==> src/rtl/mux_arb_pkg.sv <==
// Shared types and constants for the two-requester bus arbiter.
// No logic here; imported by the arbiter top.
package mux_arb_pkg;

  typedef enum logic [1:0] {
    IDLE   = 2'd0,
    GRANT0 = 2'd1,
    GRANT1 = 2'd2
  } arb_state_t;

  localparam logic REQ0       = 1'b0;
  localparam logic REQ1       = 1'b1;
  localparam int   BEAT_CNT_W = 4;

endpackage

==> src/rtl/mux_bus_arbiter_mux_2_1.sv <==
// 8-bit 2:1 datapath multiplexer, purely combinational (zero latency).
// No flow control; the arbiter owns the select.
module mux_2_1 (
  input  logic       sel,
  input  logic [7:0] in0,
  input  logic [7:0] in1,
  output logic [7:0] out
);

  assign out = sel ? in1 : in0;

endmodule

==> src/rtl/mux_bus_arbiter.sv <==
// Round-robin burst arbiter sharing one 8-bit mux; ARB_BURST_LIMIT_EN caps beats per grant.
// Request to grant 1 edge, grant to first data_valid 1 edge, then 1 beat/cycle.
// Ungranted requester simply waits; it is only seen at arbitration and end-of-burst.
module mux_bus_arbiter
  import mux_arb_pkg::*;
#(
  parameter logic RESET_PRIO = 1'b0,
  parameter int   MAX_BURST  = 4
) (
  input  logic       clk,
  input  logic       reset_n,
  input  logic       req0,
  input  logic       req1,
  input  logic       last0,
  input  logic       last1,
  input  logic [7:0] data0,
  input  logic [7:0] data1,
  output logic       gnt0,
  output logic       gnt1,
  output logic       sel,
  output logic [7:0] data_out,
  output logic       data_valid,
  output logic       owner,
  output logic       busy
);

  arb_state_t state;
  logic       prio;
  logic [7:0] mux_dat;
  logic       cur;
  logic       cur_req;
  logic       cur_last;
  logic       oth_req;
  logic       limit_hit;
  logic       burst_end;
  logic       in_grant;
  logic       nxt_grant_vld;
  logic       nxt_grant;

  mux_2_1 u_mux (
    .sel (sel),
    .in0 (data0),
    .in1 (data1),
    .out (mux_dat)
  );

`ifdef ARB_BURST_LIMIT_EN
  localparam logic [BEAT_CNT_W-1:0] BURST_LIM = BEAT_CNT_W'(MAX_BURST);
  logic [BEAT_CNT_W-1:0] beat_cnt;

  // Counts beats already accepted in this grant; the beat reaching the limit closes it.
  assign limit_hit = (beat_cnt + 1'b1) == BURST_LIM;
`else
  assign limit_hit = 1'b0;
`endif

  assign in_grant = (state != IDLE);

  always_comb begin
    cur       = (state == GRANT1) ? REQ1 : REQ0;
    cur_req   = cur ? req1  : req0;
    cur_last  = cur ? last1 : last0;
    oth_req   = cur ? req0  : req1;
    burst_end = !cur_req || cur_last || limit_hit;
    nxt_grant_vld = 1'b0;
    nxt_grant     = REQ0;
    if (!in_grant) begin
      nxt_grant_vld = req0 || req1;
      nxt_grant     = (req0 && req1) ? prio : req1;
    end else if (burst_end && oth_req) begin
      // Back-to-back handover: no idle bubble between bursts.
      nxt_grant_vld = 1'b1;
      nxt_grant     = ~cur;
    end
  end

  always_ff @(posedge clk or negedge reset_n) begin
    if (!reset_n) begin
      state      <= IDLE;
      prio       <= RESET_PRIO;
      gnt0       <= 1'b0;
      gnt1       <= 1'b0;
      sel        <= 1'b0;
      data_out   <= 8'h00;
      data_valid <= 1'b0;
      owner      <= 1'b0;
      busy       <= 1'b0;
`ifdef ARB_BURST_LIMIT_EN
      beat_cnt   <= '0;
`endif
    end else begin
      data_valid <= 1'b0;
      if (in_grant && cur_req) begin
        data_out   <= mux_dat;
        owner      <= cur;
        data_valid <= 1'b1;
`ifdef ARB_BURST_LIMIT_EN
        beat_cnt   <= beat_cnt + 1'b1;
`endif
      end
      if (in_grant && burst_end) begin
        prio <= ~cur;
      end
      if (nxt_grant_vld) begin
        state <= nxt_grant ? GRANT1 : GRANT0;
        gnt0  <= ~nxt_grant;
        gnt1  <= nxt_grant;
        sel   <= nxt_grant;
        busy  <= 1'b1;
`ifdef ARB_BURST_LIMIT_EN
        beat_cnt <= '0;
`endif
      end else if (in_grant && burst_end) begin
        state <= IDLE;
        gnt0  <= 1'b0;
        gnt1  <= 1'b0;
        busy  <= 1'b0;
      end
    end
  end

endmodule
==> config.mk <==
export PLATFORM = sky130hd
export DESIGN_NAME = mux_bus_arbiter
export DESIGN_NICKNAME = d
export VERILOG_FILES = /design/src/rtl/mux_arb_pkg.sv /design/src/rtl/mux_bus_arbiter_mux_2_1.sv /design/src/rtl/mux_bus_arbiter.sv
export SDC_FILE = /design/constraint.sdc
export NUM_CORES = 1
export LEC_CHECK = 0
export CELL_PAD_IN_SITES_DETAIL_PLACEMENT = 1
export CELL_PAD_IN_SITES_GLOBAL_PLACEMENT = 1
export CORE_AREA = 4 4 57 64
export CTS_CLUSTER_SIZE = 14
export DETAILED_ROUTE_END_ITERATION = 8
export DIE_AREA = 0 0 61 68
export GPL_TIMING_DRIVEN = 0
export PLACE_DENSITY = 0.82
export SLEW_MARGIN = 20
export SYNTH_ARGS = -nofsm -noshare
export SYNTH_HDL_FRONTEND = slang
export SYNTH_SLANG_ARGS = --single-unit
==> constraint.sdc <==
create_clock -name clk -period 1.5 [get_ports clk]
set_clock_uncertainty 0.1 [all_clocks]
set_input_delay 0.3 -clock clk [delete_from_list [all_inputs] [get_ports clk]]
set_output_delay 0.3 -clock clk [all_outputs]
set_load 0.05 [all_outputs]
Word-level counts from Yosys, hierarchy flattened
Cells that the tools add are included.
- eq/ne operators: 1
- multiplexer cells: 18
- bitwise gates (word level): 2
- reduce and logical (&&, ||, !) cells: 9
- operator list (cell ; count):
    $mux W1 ; 14
    $mux W8 ; 1
    $mux W2 ; 3
    $logic_and A1 B1 Y1 ; 4
    $reduce_bool A2 Y1 ; 2
    $eq A2 B2 Y1 const B ; 1
    $logic_or A1 B1 Y1 ; 2
    $not A1 Y1 ; 2
    $logic_not A1 Y1 ; 1
- register bits after elaboration: 17
- input port bits: 22
- output and inout port bits: 14
- logic and storage cells: 39

Logic depth before layout (Yosys ltp)
- depth after elaboration: 10
- depth in mapped cells: 4
- mapped depth without buffers: 3

Cells and area by module
Synthesis repeated with hierarchy kept, for this count alone.
- cell total of the unflattened synthesis: 62
- area total of the unflattened synthesis: 827.0 µm²
- modules (own cells, without submodules) (module ; times used ; cells an instance ; area an instance (µm²) ; sequential area each (µm²)):
    mux_bus_arbiter ; 1 ; 53 ; 695.7 ; 375.4
    mux_2_1 ; 1 ; 9 ; 131.4 ; 0.0

Least setup slack after synthesis
Ideal clock, no wire load.
- path kind: flip-flop to flip-flop
- start: register sel
- end: register data_out[0]
- setup time: 125 ps
- data arrival time: 1563 ps
- data required time: 1275 ps
- path slack: -288 ps
- stages on the path, launching flop included: 4
- path buffers: 1
- period minus slack after synthesis: 1788 ps
- path through: dfrtp_1 -> clkbuf_1 -> mux2_2 -> mux2_2
- longest elaborated chain between the ends: 1
- ends and longest elaborated chain (item ; line ; source):
    start: declaration ; mux_bus_arbiter.sv:20 ; output logic sel,
    start signal: assignment ; mux_bus_arbiter.sv:108 ; sel <= nxt_grant;
    $mux W8 ; mux_bus_arbiter_mux_2_1.sv:10 ; assign out = sel ? in1 : in0;
    end signal: assignment ; mux_bus_arbiter.sv:94 ; data_out <= mux_dat;
    end: declaration ; mux_bus_arbiter.sv:21 ; output logic [7:0] data_out,
No other way between the ends.
A chain may end at the register's enable or synchronous reset.

Final worst setup path
- start: register state[0]
- end: register data_out[7]
- longest elaborated chain between the ends: 4
- elaborated cells on any way between the ends: 5
- those cells by class: 1 x eq/ne; 2 x mux; 2 x reduce/logical
- ends and longest elaborated chain (item ; line ; source):
    start: declaration ; mux_bus_arbiter.sv:27 ; arb_state_t state;
    start signal: assignment ; mux_bus_arbiter.sv:105 ; state <= nxt_grant ? GRANT1 : GRANT0;
    $eq A2 B2 Y1 ; mux_bus_arbiter.sv:60 ; cur = (state == GRANT1) ? REQ1 : REQ0;
    $mux W1 ; mux_bus_arbiter.sv:60 ;
    $mux W1 ; mux_bus_arbiter.sv:61 ; cur_req = cur ? req1 : req0;
    $logic_and A1 B1 Y1 * ; mux_bus_arbiter.sv:93 ; if (in_grant && cur_req) begin
Mark *: on every way between the ends. The rest lies on a longest branch, timed or not.

==> flow_metrics.tcl <==
set metrics [dict create \
    min_period_over_period 1.031 \
    fin_nets 127 \
    first_pass_iters 2 \
    io_buffers 34 \
    outcome "finished, violations left" \
    maxSlewHeadroom 0.5423 \
    worstPathCellList "buf_6 > and2_4 > a31oi_4 > buf_12 > mux2_2" \
    syn_inst 64 \
    routed_wl_microns 2111 \
    ys_types 24 \
    power_mw 2.093 \
    syn_avg_cell_area_sq_um 12.39 \
    cts.reportedPaths.clkPinSlew_ps 90 \
    place_inst 132 \
    worstPathRequired_ps 1570 \
    viasPerCell 4.826 \
    path_delay_family "flip-flops" \
    initial_core_util 0.2648 \
    multiInputGateArea_sq_um 385.4 \
    endpoint_kind "flop" \
    clockBufferDepth 2 \
    crit_buf_inv 2 \
    cts_tree "yes" \
    p_leak_nw 0.5443 \
    grt_max_degree 16 \
    fmax_mhz 646.7 \
    final.setup.worst_slack_ps -46.39 \
    fp.dieW_microns 61 \
    rsz0062_at_grt "yes" \
    ys_ff_latch 15 \
    fp.dieH_microns 68 \
    cts_made_buffers 3 \
    seq_area_sq_um 377.9 \
    insertedDiodeCount 0 \
    critPathMaxFanout 9 \
    arrival_ps 1610 \
    drive_gt1_frac 0.4231 \
    setup_viol_count_final 8 \
    power_density_mw_per_mm2 1671 \
    start_kind "flop" \
    hold_violations 0 \
    vias 666 \
    ioPinCount 36 \
    drc 0 \
    min_path_type "in2reg" \
    ys_warn_count 0 \
    post_drt_wl_per_cell_microns 15.30 \
    grt.overflow.total 0 \
    fin_crit_ps 1546 \
    grt_pass1_wl_microns 3318 \
    cap_violations 0 \
    max-vdd-ir-drop_mv 0.9088 \
    cp_slowest_cell "dfrtp_2" \
    slowest_delay_ps 420 \
    syn_nets 86 \
    postRouteAntennaNets 0 \
    violations "setup timing" \
    fillCellCount 324 \
    antenna_found_initial 0 \
    core_sq_mm 0.002995 \
    num_rows 21 \
    die_area_sq_mm 0.004148 \
    place_congestion 0.7932 \
    drv_slew 0 \
    initialDrtViolationCount 5 \
    insertion_delay_ps 280 \
    cts-root-buf "clkbuf_4" \
    htree_levels 1 \
    netlist_area_sq_um 793.3 \
    place_hpwl_microns 1694 \
    instances_no_fill 138 \
    crit_type "reg2reg" \
    grt_pass1_vias 741 \
    worst_slew_pin_slew_ps 684.4 \
    ys_seq_area_frac 0.4732 \
    grt_use_total 0.1057 \
    area_delta_synth_final_pct 57.89 \
    ctsHoldBuffers 0 \
    clkSinkCount 15 \
]
[cell type report]
cell class	instances	area share
well taps	34	0.03397
plain buffers	4	0.02098
inverters	4	0.01199
clock buffers	4	0.02098
multi-input cells	41	0.3077
repair buffers	36	0.3027
flip-flops and latches	15	0.3017
[power breakdown]
| part | switching (mW) | leakage (nW) | internal, mW |
|---|---|---|---|
| registers | 0.0796 | 0.173 | 0.553 |
| clock network | 0.128 | 0.0150 | 0.103 |
| logic | 0.748 | 0.356 | 0.481 |
| total | 0.955 | 0.544 | 1.14 |
[layer usage]
metal  track usage  wire length (microns)
met1        0.1142                    803
met2        0.2019                   1063
met3       0.02642                    244
met4       0.02439                      0
met5             0                      0
[cell usage after synthesis]
cell / number / area share
nand2b_1: 3 / 0.024
o22ai_1: 1 / 0.0079
mux2_2: 17 / 0.24
a31oi_1: 1 / 0.0079
o2bb2ai_1: 1 / 0.011
a211o_1: 1 / 0.011
o22a_1: 1 / 0.011
nor3_1: 1 / 0.0063
nor2b_1: 1 / 0.0079
a31oi_4: 1 / 0.027
buf_2: 2 / 0.013
a21o_1: 1 / 0.0095
dfrtp_1: 15 / 0.47
a21oi_1: 2 / 0.013
inv_1: 4 / 0.019
a221oi_1: 1 / 0.011
nand3_1: 1 / 0.0063
mux2i_1: 3 / 0.038
and2_4: 1 / 0.011
nand2_1: 2 / 0.0095
clkbuf_1: 1 / 0.0047
buf_6: 1 / 0.014
o211a_1: 1 / 0.013
a31o_1: 1 / 0.011
[cell families (layout without fill, tap and decap cells)]
logic type / Yosys count / after routing / share of synthesized area
multiplexers: 20 / 20 / 0.2792
flip-flops: 15 / 15 / 0.4732
buffers and inverters: 8 / 48 / 0.05046
AND/OR/NAND/NOR: 9 / 9 / 0.06467
AO/OA/AOI/OAI: 12 / 12 / 0.1325
[layout by cell type, fill, tap and decap left out, types with 2 or more instances in the layout]
| master | netlist | final |
|---|---|---|
| a21oi_1 | 2 | 2 |
| buf_2 | 2 | 3 |
| clkbuf_4 | 0 | 3 |
| clkdlybuf4s15_2 | 0 | 13 |
| clkdlybuf4s50_1 | 0 | 20 |
| dfrtp_1 | 15 | 13 |
| dfrtp_2 | 0 | 2 |
| inv_1 | 4 | 4 |
| mux2_2 | 17 | 15 |
| mux2_4 | 0 | 2 |
| mux2i_1 | 3 | 3 |
| nand2_1 | 2 | 2 |
| nand2b_1 | 3 | 3 |
[worst paths after layout]
path                             startpoint     endpoint  slack (ps)  cells after the start
min in group asynchronous           reset_n  data_out[6]         330                      1
worst min register to register  data_out[6]  data_out[6]         410                      1
worst max register to register     state[0]  data_out[7]         -50                      5
worst min-delay path                   req1     state[0]         270                      2
max in group asynchronous           reset_n          sel         490                      1
worst max-delay path               state[0]  data_out[7]         -50                      5
[what timing repair did]
item / in CTS / in global routing
setup endpoints to repair: 22 / 10
pin swaps: 0 / 1
cloned: 0 / 0
gates resized for setup: 44 / 3
buffers inserted: 1 / 1
[sequential cells by signal, summed over array words and instances (netlist names)]
register / flops
sel: 1
state: 2
data_valid: 1
prio: 1
busy: 1
data_out: 8
owner: 1
[through the flow]
step | utilization | hold WS [ps] | area [sq um] | setup TNS, ps | setup WS (ps)
after detailed placement | 0.3935 | 392.8 | 1179 | -4084 | -383.2
after global placement | 0.3935 | 391.8 | 1179 | -3768 | -355.6
after global routing | 0.4181 | 276.7 | 1252 | -640.6 | -90.46
final | 0.4181 | 269.1 | 1252 | -272.3 | -46.39
after floorplan | - | -95.59 | 795.8 | -1487 | -167.8
after CTS | 0.4165 | 253.6 | 1247 | -483.7 | -70.76
No activity file was read; power rests on OpenSTA's default activity.
